File: src/rtl/imem_fetch_ctrl.sv
// imem_fetch_ctrl: instruction fetch sequencer for the five-stage pipeline.
// Owns the fetch PC, issues word addresses to a one-cycle synchronous
// instruction memory, and buffers returned words in order. Buffered words
// are handed to decode over a valid/ready handshake. A redirect flushes the
// buffer and squashes the read that is still in flight. Halt blocks new issues.
module imem_fetch_ctrl #(
   parameter logic [31:0] RESET_PC  = 32'h0000_0000,
   parameter int          BUF_DEPTH = 2
) (
   input  logic        clk,
   input  logic        rst_n,
   output logic [31:0] mem_addr,
   output logic        mem_en,
   input  logic [31:0] mem_rdata,
   input  logic        redirect_valid,
   input  logic [31:0] redirect_pc,
   input  logic        halt,
   output logic        out_valid,
   input  logic        out_ready,
   output logic [31:0] out_instr,
   output logic [31:0] out_pc
);

   localparam int PTR_W = (BUF_DEPTH > 2) ? 2 : 1;
   localparam int CNT_W = 3;
   localparam logic [PTR_W-1:0] LAST_PTR  = PTR_W'(BUF_DEPTH - 1);
   localparam logic [CNT_W-1:0] DEPTH_CNT = CNT_W'(BUF_DEPTH);

   // Fetch-side state
   logic [31:0] fetch_pc;
   logic [31:0] inflight_pc;
   logic        inflight;
   logic        started;

   // Fetch buffer (circular FIFO)
   logic [31:0]      buf_instr [BUF_DEPTH];
   logic [31:0]      buf_pc    [BUF_DEPTH];
   logic [PTR_W-1:0] head;
   logic [PTR_W-1:0] tail;
   logic [CNT_W-1:0] count;

   // Per-cycle decisions
   logic [31:0]      redirect_aligned;
   logic [CNT_W-1:0] occupancy;
   logic             pop;
   logic             push;
   logic             credit;
   logic             issue;

   function automatic logic [PTR_W-1:0] ptr_inc(input logic [PTR_W-1:0] p);
      return (p == LAST_PTR) ? '0 : p + PTR_W'(1);
   endfunction

   // Head of the FIFO is presented directly to decode.
   assign out_valid = (count != '0);
   assign out_instr = buf_instr[head];
   assign out_pc    = buf_pc[head];

   // Issue decision and address mux. On a redirect the buffer is about to be
   // flushed and the prior read is squashed, so occupancy counts as zero.
   // Issuing waits one clock after reset release (started).
   always_comb begin
      redirect_aligned = redirect_pc & 32'hFFFF_FFFC;
      pop              = out_valid && out_ready;
      push             = inflight && !redirect_valid;
      occupancy        = '0;
      if (!redirect_valid) begin
         occupancy = count + CNT_W'(inflight) - CNT_W'(pop);
      end
      credit   = (occupancy < DEPTH_CNT);
      issue    = started && credit && !halt;
      mem_addr = redirect_valid ? redirect_aligned : fetch_pc;
      mem_en   = issue;
   end

   // Fetch PC, in-flight read tracking and the post-reset start flag.
   always_ff @(posedge clk or negedge rst_n) begin
      if (!rst_n) begin
         fetch_pc    <= RESET_PC;
         inflight    <= 1'b0;
         inflight_pc <= '0;
         started     <= 1'b0;
      end else begin
         started  <= 1'b1;
         inflight <= issue;
         if (issue) begin
            inflight_pc <= mem_addr;
            fetch_pc    <= mem_addr + 32'd4;
         end else if (redirect_valid) begin
            fetch_pc <= redirect_aligned;
         end
      end
   end

   // Fetch buffer: capture returning reads at the tail, pop at the head,
   // and flush everything on a redirect.
   always_ff @(posedge clk or negedge rst_n) begin
      if (!rst_n) begin
         head  <= '0;
         tail  <= '0;
         count <= '0;
         for (int i = 0; i < BUF_DEPTH; i++) begin
            buf_instr[i] <= '0;
            buf_pc[i]    <= '0;
         end
      end else if (redirect_valid) begin
         head  <= '0;
         tail  <= '0;
         count <= '0;
      end else begin
         if (push) begin
            buf_instr[tail] <= mem_rdata;
            buf_pc[tail]    <= inflight_pc;
            tail            <= ptr_inc(tail);
         end
         if (pop) begin
            head <= ptr_inc(head);
         end
         count <= count + CNT_W'(push) - CNT_W'(pop);
      end
   end

endmodule

File: config.mk
export PLATFORM = sky130hd
export DESIGN_NAME = imem_fetch_ctrl
export DESIGN_NICKNAME = d
export VERILOG_FILES = /design/src/rtl/imem_fetch_ctrl.sv
export SDC_FILE = /design/constraint.sdc
export NUM_CORES = 1
export LEC_CHECK = 0
export CAP_MARGIN = 20
export CORE_MARGIN = 2
export CORE_UTILIZATION = 53
export DETAILED_ROUTE_END_ITERATION = 10
export PLACE_DENSITY = 0.79
export REMOVE_ABC_BUFFERS = 1
export SYNTH_ARGS = -nofsm -noshare
export SYNTH_HDL_FRONTEND = slang
export SYNTH_SLANG_ARGS = --single-unit
File: constraint.sdc
create_clock -name clk -period 4.4 [get_ports clk]
set_input_delay 0.88 -clock clk [delete_from_list [all_inputs] [get_ports clk]]
set_output_delay 0.88 -clock clk [all_outputs]
set_load 0.1 [all_outputs]
Word-level counts from Yosys, hierarchy flattened
Cells that the tools add are included.
{"block": "word_totals", "reg_bits": 199, "inputBits": 69, "output_inout_bits": 98, "elab_cells": 56}
{"block": "op_classes", "addsub": 7, "order_cmp": 4, "n_mux": 20, "bitwise_logic": 3, "reduce_logical": 11}
{"operator": "$mux 32", "count": 9}
{"operator": "$bwmux 64", "count": 2}
{"operator": "$add 32x3->32 const B", "count": 1}
{"operator": "$demux 32 s1", "count": 1}
{"operator": "$add 3x1->3", "count": 2}
{"operator": "$mux 1", "count": 6}
{"operator": "$mux 3", "count": 2}
{"operator": "$sub 3x1->3", "count": 2}
{"operator": "$logic_and 1x1->1", "count": 5}
{"operator": "$ge 2x2->1 const B", "count": 2}
{"operator": "$not 1->2", "count": 2}
{"operator": "$reduce_bool 2->1", "count": 2}
{"operator": "$lt 3x2->1 const B", "count": 1}
{"operator": "$reduce_bool 3->1", "count": 1}
{"operator": "$add 1x1->1 const B", "count": 2}
{"operator": "$logic_not 1->1", "count": 2}
{"operator": "$lt 2x1->1 const B", "count": 1}
{"operator": "$reduce_and 2->1", "count": 1}
{"operator": "$not 1->1", "count": 1}

Logic depth before layout (Yosys ltp)
Gate-level depths: netlist of run 1.
{"block": "logic_depth", "word_depth": 8, "mapped_depth": 11, "ltp_nobuf": 10}

Worst setup path before layout of run 1
No wires, ideal clock.
{"block": "synth_path", "path_kind": "input to output", "start": "input redirect_valid", "end": "output mem_addr[16]", "arrival_time_ps": 3807, "setup_slack_ps": -287, "path_stages": 5, "path_buffers": 4, "path_cell_list": "buf_2 > buf_4 > buf_2 > buf_2 > o21ai_0"}
{"block": "synth_via", "elab_chain_len": 1}
{"element": "start: declaration", "line_no": "15", "rtl": "input logic redirect_valid,"}
{"element": "$mux 32"}
{"element": "end: declaration", "line_no": "12", "rtl": "output logic [31:0] mem_addr,"}
No other way between the ends.

Worst setup path in the final report of run 1
{"block": "layout_path", "start": "input out_ready", "end": "output mem_en"}
{"block": "layout_via", "elab_chain_len": 6}
{"element": "start: declaration", "line_no": "19", "rtl": "input logic out_ready,"}
{"element": "$logic_and 1x1->1", "line_no": "64", "rtl": "pop = out_valid && out_ready;"}
{"element": "$sub 3x1->3", "line_no": "68", "rtl": "occupancy = count + CNT_W'(inflight) - CNT_W'(pop);"}
{"element": "$mux 3", "line_no": "67", "rtl": "if (!redirect_valid) begin"}
{"element": "$lt 3x2->1", "line_no": "70", "rtl": "credit = (occupancy < DEPTH_CNT);"}
{"element": "$logic_and 1x1->1 (2 in a row)", "line_no": "71", "rtl": "issue = started && credit && !halt;"}
{"element": "end: declaration", "line_no": "13", "rtl": "output logic mem_en,"}
No other way between the ends.

==> summary.md, run 1 <==
| Metric | Value |
|---|---|
| GRT Overall Usage | 22.6% |
| Vias per cell | 5.48 |
| Hold Path End | buf_pc[46]$_DFFE_PN0P_ |
| Placer Congestion | 0.866 |
| # rows | 47 |
| First-pass GRT wire length | 31,900 um |
| Clk Latency, worst-skew pair | 0.44 ns |
| Antenna-violating nets left | 0 |
| Critical-path top delay cell | fa_1 |
| Initial Utilization | 54.5% |
| Pre-antenna DRT Iters | 6 |
| Total Routed Length | 20,000 um |
| Vias in the first global route | 6,243 |
| CTS Hold Bufs | 0 |
| Post-synthesis cell area | 9100 um2 |
| CTS Root Cell | clkbuf_16 |
| 1st-iter DRT viols | 245 |
| Final period util | 93.2% |
| Setup slack at placement | 0.307 ns |
| Final net count | 910 |
| Post-CTS setup repair buffer count | 0 |
| Maximum clock path buffer count | 2 |
| # H-tree levels | 4 |
| Drt wl/cell | 18.7 um |
| Rel. slew slack | 34.0% |
| Synth Register Bits | 199 |
| Clock skew | 0.0111 ns |
| Slew @ Worst Pin | 0.990 ns |
| Die area | 18,200 um2 |
| CP startpoint kind | input port |
| Cell family with most CP delay | buffers and inverters |
| Avg Cell Area, Syn | 13.5 um2 |
| Worst path cell trace | clkdlybuf4s50_1, and2_1, ha_1, nor2b_1, fa_1, o41ai_4, buf_4, buf_12 |
| Synthesis-to-finish area growth | 25.3% |
| Worst setup path class | input port to output pin |
| Max_cap viols | 0 |
| Fill count | 1,233 |
| Reg-to-reg endpoint | fetch_pc[20]$_DFF_PN0_ |
| Residual DRC count | 0 |
| Synth warnings | 0 |
| Peak Freq | 244 MHz |
| Register area | 4980 um2 |
| # port buffers | 164 |
| DR vias | 5,854 |
| Multi-input combinational cell area | 3880 um2 |
| Status | completed |
| Die width | 135 um |
| Worst Reg2Reg Path Length in Cells | 11 |
| Layout cells sized above 1 | 42.7% |
| I/O pin cnt | 167 |
| Hold Startpoint | buf_pc[46]$_DFFE_PN0P_ |
| Seq/Total Area, Yosys | 54.7% |
| Antenna fix cells | 0 |
| Slowest Stage Delay on Critical Path | 0.49 ns |
| Initial antenna violation count | 0 |
| FF-to-FF setup slack | 0.84 ns |
| Placed wire-length estimate | 13,500 um |
| Sinks on Clock Net | 199 |
| Total core area | 16,700 um2 |
| Commonest non-fill, non-tap cell in the layout | mux2_2 |
| Die Ht | 135 um |
| Fin. Hold Viols | 0 |
| Clock period minus worst slack | 4.10 ns |
| CTS tree | built |
| Largest net degree at the start of global routing | 111 |
| Cell total after placement | 1,036 |
| Clock Pin Slew Worst Setup and Hold Paths | 0.08 ns |
| CP bufs+invs | 3 |
| Post-route insts no fill | 1,068 |
| Worst Hold Class | register to register |
| Synth cell types | 43 |
| Fin. max-slew vios | 0 |
| Start of the worst register-to-register path | count[1]$_DFF_PN0_ |
| Setup Viol. Count Final | 0 |
| Cts bufs inserted | 17 |
| Hold depth | 1 |
| Hold Slack | 0.489 ns |
| Crit path required time | 3.52 ns |
| Unrepaired setup endpoints after global routing | false |
| Worst-path maximum fanout | 4 |
| Most frequent cells in the layout | mux2_2 (207), dfrtp_1 (198), buf_4 (107) |
| Final worst slack | 0.299 ns |
| Fin util | 68.3% |
| Global route overflow | 0 |
| Mapped Cells | 673 |
| Arr. time, crit path | 3.22 ns |
| Post-CTS sizing | 0 |
| Crit end category | output pin |
## layout make-up
| class | count | area share, % |
|---|---|---|
| clock inverters | 15 | 1.80 |
| repair buffers | 178 | 13.6 |
| clock buffers | 17 | 3.73 |
| well taps | 220 | 2.41 |
| inverters | 22 | 0.724 |
| multi-input cells | 417 | 34.0 |
| flip-flops and latches | 199 | 43.7 |
## worst max path at each step
stage / from / to / depth (start not counted) / slack, ns
floorplan: count[1]$_DFF_PN0_ / fetch_pc[19]$_DFF_PN0_ / 9 / -1.71
global placement: out_ready / mem_en / 8 / 0.43
detailed placement: out_ready / mem_en / 8 / 0.31
CTS: count[1]$_DFF_PN0_ / mem_en / 8 / 0.26
global route: count[1]$_DFF_PN0_ / mem_en / 8 / 0.16
finish: out_ready / mem_en / 8 / 0.30
## logic make-up (layout without fill, tap and decap cells)
family | count (synthesis) | count (layout) | share of synthesized area [%]
XOR/XNOR | 33 | 33 | 3.33
buffers and inverters | 57 | 232 | 2.74
AND/OR/NAND/NOR | 105 | 105 | 6.64
other | 1 | 1 | 0.0412
flip-flops | 199 | 199 | 54.7
AO/OA/AOI/OAI | 38 | 38 | 2.78
multiplexers | 234 | 234 | 28.8
adder cells (fa/ha/maj) | 6 | 6 | 0.990
## registers in the layout, indices dropped and copies added (netlist names)
signal	flops
fetch_pc	32
inflight_pc	32
count	3
started	1
buf_pc	64
tail	1
buf_instr	64
head	1
inflight	1
## metrics by stage
step / TNS (ns) / cell area (um2)
2_1_floorplan: -85.88 / 8930
3_3_place_gp: 0 / 10800
3_5_place_dp: 0 / 10800
4_1_cts: 0 / 11400
5_1_grt: 0 / 11400
6_report: 0 / 11400
## synth_stat cells, drive strengths merged
cell | number | area, um2
o41ai | 1 | 27.5
and2 | 4 | 25.0
fa | 2 | 40.0
and4 | 2 | 17.5
a21o | 1 | 7.51
xnor2 | 27 | 236
nand2b | 2 | 12.5
buf | 26 | 133
nor4 | 2 | 25.0
ha | 4 | 50.1
mux2 | 220 | 2480
clkbuf | 9 | 33.8
nor2b | 6 | 37.5
inv | 22 | 82.6
conb | 1 | 3.75
nand4 | 10 | 68.8
nand4b | 5 | 43.8
xor2 | 5 | 43.8
nor2 | 25 | 93.8
nand2 | 21 | 78.8
a31oi | 3 | 18.8
xnor3 | 1 | 22.5
dfrtp | 199 | 4980
a21oi | 21 | 105
or3 | 1 | 6.26
a221oi | 4 | 41.3
o21ai | 5 | 25.0
nand3 | 12 | 72.6
nor3 | 4 | 20.0
nand3b | 6 | 45.0
nor3b | 1 | 7.51
a32o | 2 | 20.0
and4b | 2 | 20.0
a22oi | 1 | 7.51
mux2i | 14 | 140
nor4b | 2 | 30.0
## per-layer routing
layer  wire (um)  share of wire (%)  global-route usage [%]
met1        8690                 43                    28.7
met2        9970                 50                    38.4
met3         977                4.9                    5.07
met4         344                1.7                    7.41
met5           0                  0                       0
Power of run 1 is left out: the tool's default activity adds up to more than one toggle a clock period on the data nets, which glitch-free logic cannot reach.
==> inputs of run 2 (changes only) <==
--- a/config.mk
+++ b/config.mk
@@ -9,6 +9,7 @@
 export CORE_MARGIN = 2
 export CORE_UTILIZATION = 53
 export DETAILED_ROUTE_END_ITERATION = 10
+export GPL_TIMING_DRIVEN = 0
 export PLACE_DENSITY = 0.79
 export REMOVE_ABC_BUFFERS = 1
 export SYNTH_ARGS = -nofsm -noshare
==> run 2 against run 1 <==
Routed wire length decreased by 0.85%. First-iteration DRC count decreased by 10%. Register-to-register slack got worse by 0.22 ns. Hold slack lost 0.0045 ns. Sequential share of layout area fell by 1.3 points. Clock skew decreased by 0.0021 ns. Critical path type unchanged. Global-route usage hardly changed. Count of clock-buffer cells in the layout up 2. Sequential cell count is the same. Maximum frequency is 4.8% lower.
==> summary.md, run 2 (synthesized netlist as in run 1, its figures left out) <==
| Metric | Value |
|---|---|
| Worst Reg2Reg Path Length in Cells | 12 (+1) |
| Vias in the first global route | 6,334 (+1.5%) |
| Cts bufs inserted | 17 (unchanged) |
| Multi-input combinational cell area | 3880 um2 (about the same) |
| Unrepaired setup endpoints after global routing | false |
| Worst Setup SP | out_ready |
| 1st-iter DRT viols | 220 (-10%) |
| CTS tree | built |
| Vias per cell | 5.45 (-0.58%) |
| Pre-antenna DRT Iters | 5 (-1) |
| Synthesis-to-finish area growth | 29.1% |
| CTS Root Cell | clkbuf_16 |
| Critical-path top delay cell | fa_1 |
| Fin util | 70.3% (+2.0 points) |
| Clock Pin Slew Worst Setup and Hold Paths | 0.07 ns (about the same) |
| FF-to-FF setup slack | 0.62 ns (-0.22 ns) |
| Drt wl/cell | 18.5 um (-0.85%) |
| Antenna fix cells | 0 (unchanged) |
| Initial Utilization | 54.5% (unchanged) |
| Clock period minus worst slack | 4.31 ns (+0.207 ns) |
| Placer Congestion | 0.811 (-6.4%) |
| Placed wire-length estimate | 13,800 um (+2.1%) |
| Total Routed Length | 19,800 um (-0.85%) |
| Setup slack at placement | -1.31 ns (-1.61 ns) |
| Fill count | 1,156 (-6.2%) |
| Slew @ Worst Pin | 1.04 ns (+0.0476 ns) |
| Total core area | 16,700 um2 (unchanged) |
| Die Ht | 135 um (unchanged) |
| CP startpoint kind | input port |
| # port buffers | 164 (unchanged) |
| DR vias | 5,820 (-0.58%) |
| Met3 Wirelength | 1150 um (+17%) |
| # rows | 47 (unchanged) |
| Fin area | 11,700 um2 (+3.0%) |
| Die width | 135 um (unchanged) |
| Register area | 4980 um2 (about the same) |
| Fin. max-slew vios | 0 (unchanged) |
| I/O pin cnt | 167 (unchanged) |
| First-pass GRT wire length | 32,100 um (+0.63%) |
| Clock skew | 0.00903 ns (-0.00211 ns) |
| Global route overflow | 0 (unchanged) |
| Peak Freq | 232 MHz (-4.8%) |
| Sinks on Clock Net | 199 (unchanged) |
| Maximum clock path buffer count | 2 (unchanged) |
| CP bufs+invs | 5 (+2) |
| Crit end category | output pin |
| Residual DRC count | 0 (unchanged) |
| Uppermost layer routed | met4 |
| Layout cells sized above 1 | 31.5% (-11 points) |
| Commonest non-fill, non-tap cell in the layout | mux2_2 |
| WL met1 | 8500 um (-2.2%) |
| Die area | 18,200 um2 (unchanged) |
| CP endpoint | mem_en |
| Final worst slack | 0.0910 ns (-0.207 ns) |
| Worst path cell trace | clkdlybuf4s50_1, and2_1, ha_1, nor2b_2, fa_1, o41ai_4, buf_8, buf_6, buf_12, buf_12 |
| # H-tree levels | 4 (unchanged) |
| Arr. time, crit path | 3.43 ns (+0.21 ns) |
| Worst setup path class | input port to output pin |
| Top Registers | buf_instr (64), buf_pc (64) |
| Start of the worst register-to-register path | count[1]$_DFF_PN0_ |
| GRT Overall Usage | 22.6% (+0.041 points) |
| Crit path required time | 3.52 ns (about the same) |
| Status | completed |
| Cell family with most CP delay | buffers and inverters |
| Final net count | 915 (+0.55%) |
| Post-Route Setup TNS | 0 ns (unchanged) |
| Antenna-violating nets left | 0 (unchanged) |
| Fin. Hold Viols | 0 (unchanged) |
| Worst-path maximum fanout | 16 (+12) |
| Largest net degree at the start of global routing | 102 (-8.1%) |
| Placed cell areas | 11,100 um2 (+3.1%) |
| Initial antenna violation count | 0 (unchanged) |
| Met2 routed WL | 9750 um (-2.2%) |
| Reg-to-reg endpoint | fetch_pc[25]$_DFF_PN0_ |
| Max_cap viols | 0 (unchanged) |
| Rel. slew slack | 30.6% (-3.4 points) |
| Most used cell, CP | buf_12 |
| CP Depth | 10 (+2) |
| Setup Viol. Count Final | 0 (unchanged) |
| Clk Latency, worst-skew pair | 0.44 ns (about the same) |
| Most frequent cells in the layout | mux2_2 (207), dfrtp_1 (197), clkdlybuf4s50_1 (161) |
| Final period util | 97.9% (+4.7 points) |
| Worst Hold Class | input port to asynchronous set/reset pin |
| Slowest Stage Delay on Critical Path | 0.48 ns (about the same) |
## run 2: layout make-up
cell class                      instances  area share [%]
Multi-Input combinational cell        417            33.0
Timing Repair Buffer                  183            16.6
Tap cell                              220            2.34
Clock buffer                           19            3.77
Inverter                               22           0.703
Sequential cell                       199            42.4
Clock inverter                          8            1.08
## run 2: metrics by stage
stage	instances	hold slack [ns]
finish	1068	0.484
global route	1068	0.511
CTS	1064	0.487
detailed placement	1035	0.471
global placement	1022	0.463
floorplan	638	0.454
## run 2: how the worst min path moves through the flow
stage / start / to / slack [ns]
2_1_floorplan: buf_instr[46]$_DFFE_PN0P_ / buf_instr[46]$_DFFE_PN0P_ / 0.45
3_3_place_gp: buf_instr[48]$_DFFE_PN0P_ / buf_instr[48]$_DFFE_PN0P_ / 0.46
3_5_place_dp: buf_pc[46]$_DFFE_PN0P_ / buf_pc[46]$_DFFE_PN0P_ / 0.47
4_1_cts: buf_pc[46]$_DFFE_PN0P_ / buf_pc[46]$_DFFE_PN0P_ / 0.49
5_1_grt: buf_instr[46]$_DFFE_PN0P_ / buf_instr[46]$_DFFE_PN0P_ / 0.51
6_report: rst_n / buf_instr[3]$_DFFE_PN0P_ / 0.48
## run 2: repair_timing
item                       4_1_cts  5_1_grt
gates resized for setup          9        3
pin swaps                        1        2
gates cloned                     0        0
buffers inserted                 2        4
setup endpoints to repair        1        1
hold buffers                     0        0
## run 2: layer usage
metal / global-route usage, % / vias to the layer above
met5: 0 / -
met4: 8.04 / 0
met3: 5.89 / 28
met2: 38.2 / 149
met1: 28.2 / 2948
li1: - / 2695
Power of run 2 is left out for the same reason.
